**src/rtl/fuzzifier_seq_if.sv**
```systemverilog
// rtl/fuzzifier_seq_if.sv - operand/result bus between the fuzzifier and its shared trapezoid evaluator
interface fuzzifier_seq_if;
   logic signed [7:0] tz_x;
   logic signed [7:0] tz_a;
   logic signed [7:0] tz_b;
   logic signed [7:0] tz_c;
   logic signed [7:0] tz_d;
   logic [15:0]       tz_mu;

   modport master (
      output tz_x, tz_a, tz_b, tz_c, tz_d,
      input  tz_mu
   );

   modport slave (
      input  tz_x, tz_a, tz_b, tz_c, tz_d,
      output tz_mu
   );
endinterface

```
**src/rtl/fuzzifier_seq.sv**
```systemverilog
// rtl/fuzzifier_seq.sv - sequential three-set fuzzifier sharing one trapezoid evaluator
// Optional breakpoint-ordering check enabled by FUZZ_CFG_CHECK_EN.
module fuzzifier_seq #(
   parameter int SETTLE_CYC = 1
) (
   input  logic               clk,
   input  logic               rst_n,
   input  logic               start,
   input  logic signed [7:0]  x,
   input  logic signed [7:0]  a_neg,
   input  logic signed [7:0]  b_neg,
   input  logic signed [7:0]  c_neg,
   input  logic signed [7:0]  d_neg,
   input  logic signed [7:0]  a_zero,
   input  logic signed [7:0]  b_zero,
   input  logic signed [7:0]  c_zero,
   input  logic signed [7:0]  d_zero,
   input  logic signed [7:0]  a_pos,
   input  logic signed [7:0]  b_pos,
   input  logic signed [7:0]  c_pos,
   input  logic signed [7:0]  d_pos,
   fuzzifier_seq_if.master    tz,
   output logic               busy,
   output logic               done,
   output logic [15:0]        mu_neg,
   output logic [15:0]        mu_zero,
   output logic [15:0]        mu_pos,
   output logic               cfg_err
);

   typedef enum logic [1:0] {S_IDLE, S_EVAL, S_DONE} state_t;

   localparam logic [3:0] WAIT_LAST = 4'(SETTLE_CYC - 1);

   state_t            state_q, state_d;
   logic signed [7:0] x_q;
   logic signed [7:0] bp_q  [3][4];
   logic signed [7:0] bp_in [3][4];
   logic [1:0]        sel_q;
   logic [3:0]        wait_q;
   logic [15:0]       shadow_q [3];
   logic [15:0]       mu_q     [3];
   logic              cfg_err_q;
   logic              cfg_bad;
   logic              accept;
   logic              capture;
   logic              last_capture;

   always_comb begin
      bp_in[0][0] = a_neg;  bp_in[0][1] = b_neg;  bp_in[0][2] = c_neg;  bp_in[0][3] = d_neg;
      bp_in[1][0] = a_zero; bp_in[1][1] = b_zero; bp_in[1][2] = c_zero; bp_in[1][3] = d_zero;
      bp_in[2][0] = a_pos;  bp_in[2][1] = b_pos;  bp_in[2][2] = c_pos;  bp_in[2][3] = d_pos;
   end

`ifdef FUZZ_CFG_CHECK_EN
   // Any set with a descending breakpoint pair makes the whole run invalid.
   always_comb begin
      cfg_bad = 1'b0;
      for (int k = 0; k < 3; k++) begin
         if ((bp_in[k][0] > bp_in[k][1]) || (bp_in[k][1] > bp_in[k][2]) ||
             (bp_in[k][2] > bp_in[k][3])) begin
            cfg_bad = 1'b1;
         end
      end
   end
`else
   assign cfg_bad = 1'b0;
`endif

   assign accept       = (state_q == S_IDLE) && start;
   assign capture      = (state_q == S_EVAL) && (wait_q == WAIT_LAST);
   assign last_capture = capture && (sel_q == 2'd2);

   always_ff @(posedge clk or negedge rst_n) begin
      if (!rst_n) begin
         state_q <= S_IDLE;
      end else begin
         state_q <= state_d;
      end
   end

   always_comb begin
      state_d = state_q;
      case (state_q)
         S_IDLE:  if (start) state_d = cfg_bad ? S_DONE : S_EVAL;
         S_EVAL:  if (last_capture) state_d = S_DONE;
         S_DONE:  state_d = S_IDLE;
         default: state_d = S_IDLE;
      endcase
   end

   always_comb begin
      busy    = (state_q != S_IDLE);
      done    = (state_q == S_DONE);
      tz.tz_x = '0;
      tz.tz_a = '0;
      tz.tz_b = '0;
      tz.tz_c = '0;
      tz.tz_d = '0;
      if (state_q == S_EVAL) begin
         tz.tz_x = x_q;
         case (sel_q)
            2'd0: begin
               tz.tz_a = bp_q[0][0]; tz.tz_b = bp_q[0][1]; tz.tz_c = bp_q[0][2]; tz.tz_d = bp_q[0][3];
            end
            2'd1: begin
               tz.tz_a = bp_q[1][0]; tz.tz_b = bp_q[1][1]; tz.tz_c = bp_q[1][2]; tz.tz_d = bp_q[1][3];
            end
            default: begin
               tz.tz_a = bp_q[2][0]; tz.tz_b = bp_q[2][1]; tz.tz_c = bp_q[2][2]; tz.tz_d = bp_q[2][3];
            end
         endcase
      end
   end

   always_ff @(posedge clk or negedge rst_n) begin
      if (!rst_n) begin
         x_q       <= '0;
         sel_q     <= '0;
         wait_q    <= '0;
         cfg_err_q <= 1'b0;
         for (int k = 0; k < 3; k++) begin
            shadow_q[k] <= '0;
            mu_q[k]     <= '0;
            for (int j = 0; j < 4; j++) begin
               bp_q[k][j] <= '0;
            end
         end
      end else if (accept) begin
         x_q       <= x;
         sel_q     <= 2'd0;
         wait_q    <= 4'd0;
         cfg_err_q <= cfg_bad;
         for (int k = 0; k < 3; k++) begin
            if (cfg_bad) begin
               mu_q[k] <= '0;
            end
            for (int j = 0; j < 4; j++) begin
               bp_q[k][j] <= bp_in[k][j];
            end
         end
      end else if (state_q == S_EVAL) begin
         if (capture) begin
            case (sel_q)
               2'd0:    shadow_q[0] <= tz.tz_mu;
               2'd1:    shadow_q[1] <= tz.tz_mu;
               default: shadow_q[2] <= tz.tz_mu;
            endcase
            wait_q <= 4'd0;
            sel_q  <= sel_q + 2'd1;
            // The pos result is forwarded straight from the bus since its shadow loads on this same edge.
            if (last_capture) begin
               mu_q[0] <= shadow_q[0];
               mu_q[1] <= shadow_q[1];
               mu_q[2] <= tz.tz_mu;
            end
         end else begin
            wait_q <= wait_q + 4'd1;
         end
      end
   end

   assign mu_neg  = mu_q[0];
   assign mu_zero = mu_q[1];
   assign mu_pos  = mu_q[2];
   assign cfg_err = cfg_err_q;

endmodule

```
**src/flat_wrapper.sv**
```systemverilog
// flat-port wrapper written by rule: the top's interface ports become plain ports
module fuzzifier_seq_flat 
#(
   parameter int SETTLE_CYC = 1
)
  (clk, rst_n, start, x, a_neg, b_neg, c_neg, d_neg, a_zero, b_zero, c_zero, d_zero, a_pos, b_pos, c_pos, d_pos, busy, done, mu_neg, mu_zero, mu_pos, cfg_err, tz_tz_x, tz_tz_a, tz_tz_b, tz_tz_c, tz_tz_d, tz_tz_mu);
  fuzzifier_seq_if tz_i ();
  input  logic clk;
  input  logic rst_n;
  input  logic start;
  input  logic signed [7:0] x;
  input  logic signed [7:0] a_neg;
  input  logic signed [7:0] b_neg;
  input  logic signed [7:0] c_neg;
  input  logic signed [7:0] d_neg;
  input  logic signed [7:0] a_zero;
  input  logic signed [7:0] b_zero;
  input  logic signed [7:0] c_zero;
  input  logic signed [7:0] d_zero;
  input  logic signed [7:0] a_pos;
  input  logic signed [7:0] b_pos;
  input  logic signed [7:0] c_pos;
  input  logic signed [7:0] d_pos;
  output logic busy;
  output logic done;
  output logic [15:0] mu_neg;
  output logic [15:0] mu_zero;
  output logic [15:0] mu_pos;
  output logic cfg_err;
  output wire logic [$bits(tz_i.tz_x)-1:0] tz_tz_x;
  output wire logic [$bits(tz_i.tz_a)-1:0] tz_tz_a;
  output wire logic [$bits(tz_i.tz_b)-1:0] tz_tz_b;
  output wire logic [$bits(tz_i.tz_c)-1:0] tz_tz_c;
  output wire logic [$bits(tz_i.tz_d)-1:0] tz_tz_d;
  input wire logic [$bits(tz_i.tz_mu)-1:0] tz_tz_mu;
  assign tz_tz_x = tz_i.tz_x;
  assign tz_tz_a = tz_i.tz_a;
  assign tz_tz_b = tz_i.tz_b;
  assign tz_tz_c = tz_i.tz_c;
  assign tz_tz_d = tz_i.tz_d;
  assign tz_i.tz_mu = tz_tz_mu;
  fuzzifier_seq #(.SETTLE_CYC(SETTLE_CYC)) u_core (.clk(clk), .rst_n(rst_n), .start(start), .x(x), .a_neg(a_neg), .b_neg(b_neg), .c_neg(c_neg), .d_neg(d_neg), .a_zero(a_zero), .b_zero(b_zero), .c_zero(c_zero), .d_zero(d_zero), .a_pos(a_pos), .b_pos(b_pos), .c_pos(c_pos), .d_pos(d_pos), .tz(tz_i), .busy(busy), .done(done), .mu_neg(mu_neg), .mu_zero(mu_zero), .mu_pos(mu_pos), .cfg_err(cfg_err));
endmodule
```
**config.mk**
```make
export PLATFORM = sky130hd
export DESIGN_NAME = fuzzifier_seq_flat
export DESIGN_NICKNAME = d
export VERILOG_FILES = /design/src/rtl/fuzzifier_seq_if.sv /design/src/rtl/fuzzifier_seq.sv /design/src/flat_wrapper.sv
export SDC_FILE = /design/constraint.sdc
export NUM_CORES = 1
export LEC_CHECK = 0
export ABC_AREA = 1
export CAP_MARGIN = 0
export CORE_UTILIZATION = 45
export CTS_BUF_LIST = sky130_fd_sc_hd__clkbuf_4 sky130_fd_sc_hd__clkbuf_8
export DETAILED_ROUTE_END_ITERATION = 7
export PLACE_DENSITY = 0.76
export SYNTH_ARGS = -nofsm -noshare
export SYNTH_HDL_FRONTEND = slang
export SYNTH_SLANG_ARGS = --single-unit
```
**constraint.sdc**
```tcl
create_clock -name clk -period 3.54 [get_ports clk]
set_input_delay 0.885 -clock clk [delete_from_list [all_inputs] [get_ports clk]]
set_output_delay 0.885 -clock clk [all_outputs]
set_load 0.03 [all_outputs]
```
==> run summary <==
pin count of the biggest net entering global routing -> 97
worst slew pin tran -> 0.874 ns
hold_buf cts -> 0
drt drc -> 0
DR iter-0 viols -> 508
Yosys reg bits -> 192
CTS buffer count -> 17
CTS H-tree depth -> 4
Synth Area per Inst -> 8.49 sq um
Ys Warns -> 0
Post-synth top flop -> dfrtp_1
fin crit period -> 3.25 ns
filler cell count -> 1,624
sequential cell area fraction in the yosys report -> 56.5%
first-pass GRT wire length -> 35,400 microns
Hold/Removal Path Class -> input port to async pin
Longest Clk Path Bufs -> 2
vias in the first global route -> 7,041
slowest cell on the critical path -> buf_4
Post-DP Area -> 0.0106 sq mm
Max Cap Viol -> 0
largest area contributor in the netlist -> dfrtp_1
clk sinks -> 192
LEAKAGE -> 5.54 nW
root buffer cell -> clkbuf_8
die height -> 139 microns
Syn-to-layout area delta -> 29.4%
CTS tree -> done
initial antenna violation count -> 0
arrival time worst endpoint -> 2.36 ns
worst hold slack -> 0.455 ns
post-CTS repair timing setup buffer count -> 0
drt wl/cell -> 15.2 microns
Design Area, Final -> 0.0110 sq mm
row count -> 49
clock latency on the worst-skew pair -> 0.45 ns
Overflow after GRT -> 0
WP buf/inv -> 3
Final Hold Vio Count -> 0
antenna viol nets, final -> 0
CP most frequent cell -> buf_4
die area -> 0.0194 sq mm
total track usage -> 23.0%
clock-pin slew on the worst setup and hold paths -> 0.10 ns
fraction of registers with async set or reset after synthesis -> 100%
first drt pass iteration count -> 5
Post-DP HPWL -> 14,500 microns
Synth Instances -> 1,001
Die Wd -> 139 microns
Crit. End Element -> output pin
# diodes -> 0
Setup CP Type -> flip-flop to output pin
Mapped Area -> 0.00850 sq mm
Tcrit/Tclk final -> 91.7%
status -> finished, final reports clean
Final Setup Violations -> 0
CP peak stage delay -> 0.52 ns
worst endpoint required time -> 2.65 ns
Synthesized Nets -> 1,129
most frequent cells after synthesis -> nand2_1, dfrtp_1, inv_1
layout cells sized above 1 -> 8.41%
power density cells -> 967 mW/mm^2
Post-layout nets -> 1,304
io pins -> 214
Vias -> 7,236
total negative slack -> 0 ns
crit start category -> flip-flop
Worst Skew -> 0.0102 ns
Yosys top cell area share -> 56.5%
Post-synth EDFFs -> 0
slew margin rel. -> 41.8%
synth unique cells -> 23
Crit path max-delay family -> buffers and inverters
critical-path cell list -> inv_1 > ha_2 > buf_4 > nand2_1 > a31oi_1 > buf_4
RSZ-0062 raised after global routing -> false
IO Port Bufs -> 212
Initial Util -> 46.5%
vias per cell -> 5.10
core footprint -> 0.0183 sq mm
Slew Viols, Final -> 0
GP Congestion -> 0.825
count leader, synth -> nand2_1
worst vdd ir -> 0.496 mV
fmax -> 0.308 GHz
Crit Path Max Fanout -> 49
WL final -> 21,600 microns
synth top area cells -> dfrtp_1, nand2_1, nand4_1
Post-CTS Resized -> 0
[where the power goes]
group	switching, mW	total (mW)	internal [mW]
sequential	0.597	3.83	3.23
combinational	3.49	5.39	1.90
clock	0.829	1.43	0.602
[per-stage QoR]
step	instances	setup WS, ns	power [mW]	util [%]
finish	1418	0.293	10.6	60.2
global route	1418	0.184	11.4	60.2
CTS	1418	0.301	10.7	60.2
detailed placement	1386	0.811	9.28	58.1
global placement	1386	0.854	9.16	58.1
floorplan	1001	0.945	7.28	-
[layout by cell type (no fill, tap or decap), types with 2 or more instances in the layout]
cell type / synthesis / routed
nand2_1: 364 / 364
dfrtp_1: 192 / 192
clkdlybuf4s50_1: 0 / 171
inv_1: 111 / 111
o21ai_0: 97 / 97
nand4_1: 84 / 84
buf_4: 20 / 50
a31oi_1: 32 / 32
nor2_1: 21 / 20
clkbuf_8: 0 / 19
a21oi_1: 8 / 8
buf_12: 0 / 5
nand3_1: 4 / 4
inv_8: 0 / 4
inv_2: 3 / 3
ha_1: 5 / 3
clkinvlp_4: 0 / 3
nor2_2: 1 / 2
nand3_4: 1 / 2
nand3_2: 3 / 2
ha_2: 0 / 2
clkinv_4: 0 / 2
clkinv_2: 0 / 2
[routing by layer]
metal | up-vias | part of all wire (%) | global-route usage (%)
met1 | 3380 | 43 | 30.7
met5 | - | 0 | 0
met4 | 0 | 1.9 | 7.54
met2 | 279 | 46 | 36.1
met3 | 28 | 8.5 | 6.57
li1 | 3549 | - | -
[registers in the layout, indices dropped and copies added (netlist names)]
signal           count
u_core.wait_q        4
u_core.state_q       2
u_core.mu_pos       16
u_core.shadow_q     32
u_core.sel_q         2
u_core.bp_q         96
u_core.mu_zero      16
u_core.mu_neg       16
u_core.x_q           8
[cells by family after synthesis]
family / after synthesis / synth area share, %
AND/OR/NAND/NOR: 479 / 24.3
flip-flops: 192 / 56.5
buffers and inverters: 185 / 9.70
AO/OA/AOI/OAI: 138 / 8.64
adder cells (fa/ha/maj): 5 / 0.736
XOR/XNOR: 1 / 0.103
other: 1 / 0.0441
[cell type report]
class / count / area, sq um / area share (%)
sequential: 192 / 4800 / 43.7
timing repair buffer: 227 / 2200 / 20.0
tap: 229 / 287 / 2.60
clock buffer: 18 / 248 / 2.25
inverter: 114 / 428 / 3.89
multi-input combinational: 624 / 2890 / 26.2
clock inverter: 14 / 150 / 1.36
[final timing paths]
| kind | start | slack, ns | cells past startpoint | end |
|---|---|---|---|---|
| worst max-delay path | u_core.sel_q[0] | 0.29 | 6 | tz_tz_a[1] |
| worst min-delay path | rst_n | 0.45 | 1 | u_core.shadow_q[44] |
| worst max register to register | u_core.state_q[1] | 1.20 | 6 | u_core.state_q[0] |
| worst min register to register | u_core.mu_neg[14] | 0.48 | 2 | u_core.mu_neg[14] |
| max in group asynchronous | rst_n | 2.25 | 2 | u_core.bp_q[3] |
| min in group clk | u_core.mu_neg[14] | 0.48 | 2 | u_core.mu_neg[14] |
Note: power is estimated with default switching activity, not from simulation.
